[src/rtl/pc_select_reg.sv]
// pc_select_reg: architectural PC register at the head of fetch.
// Each cycle the next PC comes from one of three places: the sequential
// increment, the highest-priority redirect source (index 0 wins), or a
// single buffered redirect that was captured while fetch was stalled.
// A redirect that is accepted raises flush for exactly one cycle. A
// misaligned winner is dropped and reported through misalign/misalign_addr.
module pc_select_reg #(
  parameter int unsigned       ADDR_W     = 32,
  parameter int unsigned       N_SRC      = 4,
  parameter logic [ADDR_W-1:0] RESET_PC   = {ADDR_W{1'b0}},
  parameter int unsigned       STEP       = 4,
  parameter int unsigned       ALIGN_BITS = 2,
  localparam int unsigned      SRC_W      = (N_SRC > 1) ? $clog2(N_SRC) : 1
) (
  input  logic                    clk,
  input  logic                    rst,
  input  logic                    stall,
  input  logic [N_SRC-1:0]        req_valid,
  input  logic [N_SRC*ADDR_W-1:0] req_addr,
  output logic [ADDR_W-1:0]       pc,
  output logic                    flush,
  output logic [SRC_W-1:0]        src_idx,
  output logic                    pend_valid,
  output logic                    misalign,
  output logic [ADDR_W-1:0]       misalign_addr
);

  // Low bits that must be clear on a redirect target; all-zero mask
  // turns the alignment check off.
  localparam logic [ADDR_W-1:0] ALIGN_MASK =
    (ALIGN_BITS == 0) ? {ADDR_W{1'b0}} : ~({ADDR_W{1'b1}} << ALIGN_BITS);

  localparam logic [ADDR_W-1:0] STEP_V = ADDR_W'(STEP);

  // Index of the lowest set request bit (index 0 has highest priority).
  // Returns 0 when nothing is requested; callers qualify with |valid.
  function automatic logic [SRC_W-1:0] lowest_req(input logic [N_SRC-1:0] valid);
    logic [SRC_W-1:0] idx;
    idx = {SRC_W{1'b0}};
    for (int i = int'(N_SRC) - 1; i >= 0; i--) begin
      if (valid[i]) begin
        idx = SRC_W'(i);
      end else begin
        idx = idx;
      end
    end
    return idx;
  endfunction

  // Extract the target address belonging to source idx from the flat bus.
  function automatic logic [ADDR_W-1:0] pick_addr(
    input logic [N_SRC*ADDR_W-1:0] bus,
    input logic [SRC_W-1:0]        idx
  );
    logic [ADDR_W-1:0] sel;
    sel = {ADDR_W{1'b0}};
    for (int i = 0; i < int'(N_SRC); i++) begin
      if (idx == SRC_W'(i)) begin
        sel = bus[i*ADDR_W +: ADDR_W];
      end else begin
        sel = sel;
      end
    end
    return sel;
  endfunction

  // True when any of the alignment-checked low bits is set.
  function automatic logic is_misaligned(input logic [ADDR_W-1:0] addr);
    return |(addr & ALIGN_MASK);
  endfunction

  // Architectural state
  logic [ADDR_W-1:0] pc_q,            pc_d;
  logic              flush_q,         flush_d;
  logic [SRC_W-1:0]  src_idx_q,       src_idx_d;
  logic              pend_valid_q,    pend_valid_d;
  logic [ADDR_W-1:0] pend_addr_q,     pend_addr_d;
  logic              misalign_q,      misalign_d;
  logic [ADDR_W-1:0] misalign_addr_q, misalign_addr_d;

  // Arbitration results for the current cycle
  logic              win_found_s;
  logic [SRC_W-1:0]  win_idx_s;
  logic [ADDR_W-1:0] win_addr_s;
  logic              win_bad_s;
  logic              win_good_s;

  assign win_found_s = |req_valid;
  assign win_idx_s   = lowest_req(req_valid);
  assign win_addr_s  = pick_addr(req_addr, win_idx_s);
  assign win_bad_s   = win_found_s & is_misaligned(win_addr_s);
  assign win_good_s  = win_found_s & ~win_bad_s;

  // Next-state selection: accepted redirect, then pending release,
  // then sequential increment; stall freezes PC and pending state.
  always_comb begin
    pc_d            = pc_q;
    flush_d         = 1'b0;
    src_idx_d       = src_idx_q;
    pend_valid_d    = pend_valid_q;
    pend_addr_d     = pend_addr_q;
    misalign_d      = 1'b0;
    misalign_addr_d = misalign_addr_q;

    if (win_bad_s) begin
      misalign_d      = 1'b1;
      misalign_addr_d = win_addr_s;
    end else begin
      misalign_d      = 1'b0;
    end

    if (win_good_s) begin
      flush_d   = 1'b1;
      src_idx_d = win_idx_s;
      if (stall) begin
        // Capture (or replace) the buffered redirect; PC waits.
        pend_addr_d  = win_addr_s;
        pend_valid_d = 1'b1;
      end else begin
        // Live redirect supersedes anything still buffered.
        pc_d         = win_addr_s;
        pend_valid_d = 1'b0;
      end
    end else if (!stall) begin
      if (pend_valid_q) begin
        // Flush already went out when this redirect was captured.
        pc_d         = pend_addr_q;
        pend_valid_d = 1'b0;
      end else begin
        pc_d         = pc_q + STEP_V;
      end
    end else begin
      pc_d         = pc_q;
      pend_valid_d = pend_valid_q;
    end
  end

  // State registers with asynchronous reset to the boot PC.
  always_ff @(posedge clk or posedge rst) begin
    if (rst) begin
      pc_q            <= RESET_PC;
      flush_q         <= 1'b0;
      src_idx_q       <= {SRC_W{1'b0}};
      pend_valid_q    <= 1'b0;
      pend_addr_q     <= {ADDR_W{1'b0}};
      misalign_q      <= 1'b0;
      misalign_addr_q <= {ADDR_W{1'b0}};
    end else begin
      pc_q            <= pc_d;
      flush_q         <= flush_d;
      src_idx_q       <= src_idx_d;
      pend_valid_q    <= pend_valid_d;
      pend_addr_q     <= pend_addr_d;
      misalign_q      <= misalign_d;
      misalign_addr_q <= misalign_addr_d;
    end
  end

  assign pc            = pc_q;
  assign flush         = flush_q;
  assign src_idx       = src_idx_q;
  assign pend_valid    = pend_valid_q;
  assign misalign      = misalign_q;
  assign misalign_addr = misalign_addr_q;

endmodule

[config.mk]
export PLATFORM = sky130hd
export DESIGN_NAME = pc_select_reg
export DESIGN_NICKNAME = d
export VERILOG_FILES = /design/src/rtl/pc_select_reg.sv
export SDC_FILE = /design/constraint.sdc
export NUM_CORES = 1
export LEC_CHECK = 0
export CAP_MARGIN = 40
export CORE_MARGIN = 2
export CORE_UTILIZATION = 30
export CTS_BUF_LIST = sky130_fd_sc_hd__clkbuf_16
export DETAILED_ROUTE_END_ITERATION = 7
export DONT_BUFFER_PORTS = 1
export SETUP_SLACK_MARGIN = 0.5
export SYNTH_ARGS = -nofsm -noshare
export SYNTH_HDL_FRONTEND = slang
export SYNTH_SLANG_ARGS = --single-unit
[constraint.sdc]
create_clock -name clk -period 3.71 [get_ports clk]
set_input_delay 0 -clock clk [delete_from_list [all_inputs] [get_ports clk]]
set_output_delay 0 -clock clk [all_outputs]
set_load 0.02 [all_outputs]
==> flow_summary_export.csv <==
group,metric,value,unit
die,die_w,147,um
critical_path,cp.required,3940,ps
critical_path,critPathMaxStageDelay,550,ps
yosys,synth_area_per_cell,9.00,um^2
grt,grt_overflow,0,
grt,antenna_found_initial,1,
grt,grt_pass1_wl,31500,um
finish,stdcell_count,935,
die,io_pins,204,
critical_path,cp_cell_sequence,"ha_1 > nand3_2 > or3_4 > or4_4 > xnor2_2 > o221ai_1 > a2bb2oi_1",
finish,layout_commonest_cell,"dfrtp_1",
yosys,synth-edff-count,0,
run,maxCapViolCount,0,
critical_path,startpoint,"pc[2]",
placed_design,hpwl,15000,um
critical_path,path_buf_inv,0,
critical_path,critPathTopFamily,"simple AND/OR/NAND/NOR gates",
sta,finalCritPeriodShare,0.673,
sta,worstMarginPinSlew,790,ps
critical_path,worstPathMaxFanout,8,
grt,grt_usage,0.192,
sta,rsz0062_at_grt,"false",
die,die-area,0.0215,mm^2
sta,finalSetupViolCount,0,
drt,routedWlPerCell,22.1,um
grt,grt_pass1_vias,5074,
finish,diodes,0,
cts,cts_hold_buf,11,
drt,route.detailed.drc,0,
drt,antenna_left,0,
yosys,muxShareOfSynthArea,0.114,
yosys,synthAdderAreaFrac,0.00205,
status,status,"finished clean",
die,rows,52,
cts,cts_tree,"built",
yosys,synthArstFlopShare,1.00,
finish,fillCellCount,2094,
cts,clk_path_buf_depth,2,
critical_path,start_kind,"flop",
placed_design,gp_congestion,0.825,
drt,drt_wl_total,20700,um
critical_path,r2r_slack,1210,ps
grt,grt_max_degree,56,
sta,max_freq,401,MHz
placed_design,port_buffers,0,
finish,syn_to_final_growth,11.0,%
finish,final_layout_size_suffix_gt1_frac,0.156,
cts,ctsResizeCount,0,
sta,drv_slew,0,
cts,cts_max_level,3,
yosys,netlist_instances,678,
yosys,yosysUniqueCellTypes,51,
sta,fin_skew,9.46,ps
drt,drt-pass1-iter-count,4,
yosys,synth_top_family_by_area,"simple AND/OR/NAND/NOR gates",
placed_design,dp.cells,909,
cts,cts_setup_buffers,0,
drt,drt_iter0_markers,306,
die,core_area,0.0201,mm^2
finish,nets,797,
yosys,ys_seq_area_frac,0.414,
pwr,powerDensity,547,mW/mm^2
drt,vias,5270,
yosys,synth_xor_area_frac,0.0357,
cts,clk_pin_slew_worst_paths,70,ps
yosys,mappedNetlistArea,0.00610,mm^2
sta,setup_tns,0,ps
finish,final_area,0.00678,mm^2
critical_path,worst-setup-path-type,"reg -> reg",
sta,finalHoldViolations,0,
drt,vias_per_cell,5.64,
pwr,p_leak,0.00261,uW
yosys,syn_nets,814,
pwr,ir_worst_vdd,236,uV
critical_path,arrival,2720,ps
min_path,hp-class,"in -> reg",
yosys,yosysWarnings,0,
die,fp.dieH,147,um
yosys,ys_ff_latch,101,
cts,clk-insertion-delay-late,350,ps
placed_design,postPlaceCellArea,0.00637,mm^2
yosys,synth_compound_area_frac,0.185,
finish,final_cell_mix,"dfrtp_1, nand2_1, mux2_2",
cts,cts_root_buffer,"clkbuf_16",
critical_path,worst_path_max_delay_cell,"or4_4",
die,initial_core_util,0.304,
sta,relSlewSlack,0.470,
cts,cts_buffers,9,
critical_path,end_kind,"flop",
cts,cts.sinks,101,
yosys,yosys.area_share.simple,0.204,
sta,period_needed,2500,ps
yosys,synth_ff_type,"dfrtp_1",
min_path,holdCritStartpoint,"req_addr[15]",
critical_path,reg2reg_from,"pc[2]",
==> per-stage QoR <==
step | worst slack, ps | hold WS, ps | utilization | power, uW
6_report | 1210 | 26.6 | 0.337 | 3700
5_1_grt | 1110 | 55.3 | 0.337 | 3920
4_1_cts | 1210 | 19.0 | 0.337 | 3750
3_5_place_dp | 1220 | -160 | 0.317 | 2780
3_3_place_gp | 1180 | 124 | 0.315 | 2750
2_1_floorplan | 1060 | 247 | - | 2500
==> report_power, final <==
| group | total [uW] | switching (uW) | internal (uW) |
|---|---|---|---|
| Combinational | 871 | 439 | 432 |
| Clock | 938 | 424 | 514 |
| Sequential | 1900 | 519 | 1380 |
| Total | 3700 | 1380 | 2320 |
==> worst paths after layout <==
path | to | cells after the start
max in group asynchronous | pc[25] | 4
hold reg to reg | pend_addr_q[15] | 1
min in group asynchronous | flush | 2
hold / removal | pc[15] | 4
setup reg to reg | pc[28] | 7
setup / recovery | pc[28] | 7
==> registers in the layout, indices dropped and copies added, names as in the netlist <==
name and cells:
misalign_addr 32, pc 32, pend_addr_q 32, src_idx 2, flush 1, misalign 1
pend_valid 1
==> logic make-up (layout without fill, tap and decap cells) <==
kind of cell             after synthesis  after routing
AND/OR/NAND/NOR                      259            259
XOR/XNOR                              24             24
AO/OA/AOI/OAI                        165            165
adder cells (fa/ha/maj)                1              1
multiplexers                          62             62
flip-flops                           101            101
buffers and inverters                 66             53
==> metal layers <==
metal  track usage  share of wire  wire length (um)  vias to the layer above
li1              -              -                 -                     2452
met1         0.274           0.47              9670                     2616
met2         0.298           0.46              9560                      196
met3        0.0444          0.064              1330                        6
met4        0.0388         0.0060               125                        0
met5             0              0                 0                        -
==> cell usage after synthesis (3+ instances only) <==
cell type / instances / area, um^2
a311oi_1: 3 / 26.3
a31oi_1: 17 / 106
o221ai_1: 17 / 149
mux2_2: 60 / 676
nand3_1: 46 / 230
clkbuf_1: 38 / 143
xnor2_1: 17 / 149
nand2b_1: 18 / 113
or3_1: 3 / 18.8
a2bb2oi_1: 12 / 105
nor4_1: 6 / 37.5
nor2_1: 51 / 191
buf_2: 13 / 65.1
o21ai_0: 16 / 80.1
and2_1: 7 / 43.8
a21oi_1: 42 / 210
nand2_1: 89 / 334
nand4_1: 14 / 87.6
dfrtp_1: 101 / 2530
o211ai_1: 38 / 285
and4_1: 6 / 52.6
a41oi_1: 3 / 26.3
inv_1: 8 / 30.0
nor3_1: 8 / 40.0
xor2_1: 6 / 52.6
==> area by class of cell <==
type | instances | area [um^2] | share of cell area
Clock buffer | 9 | 225 | 0.0332
Clock inverter | 6 | 57.6 | 0.00849
Inverter | 10 | 40.0 | 0.00591
Multi-Input combinational cell | 511 | 3320 | 0.490
Sequential cell | 101 | 2530 | 0.373
Tap cell | 270 | 338 | 0.0499
Timing Repair Buffer | 28 | 265 | 0.0391
==> worst reg2reg max path: stages, from the launching register on <==
cell,delay (ps)
dfrtp_1,540
ha_1,260
nand3_2,180
or3_4,450
or4_4,550
xnor2_2,140
o221ai_1,170
a2bb2oi_1,90
(Power assumes the default switching activity.)
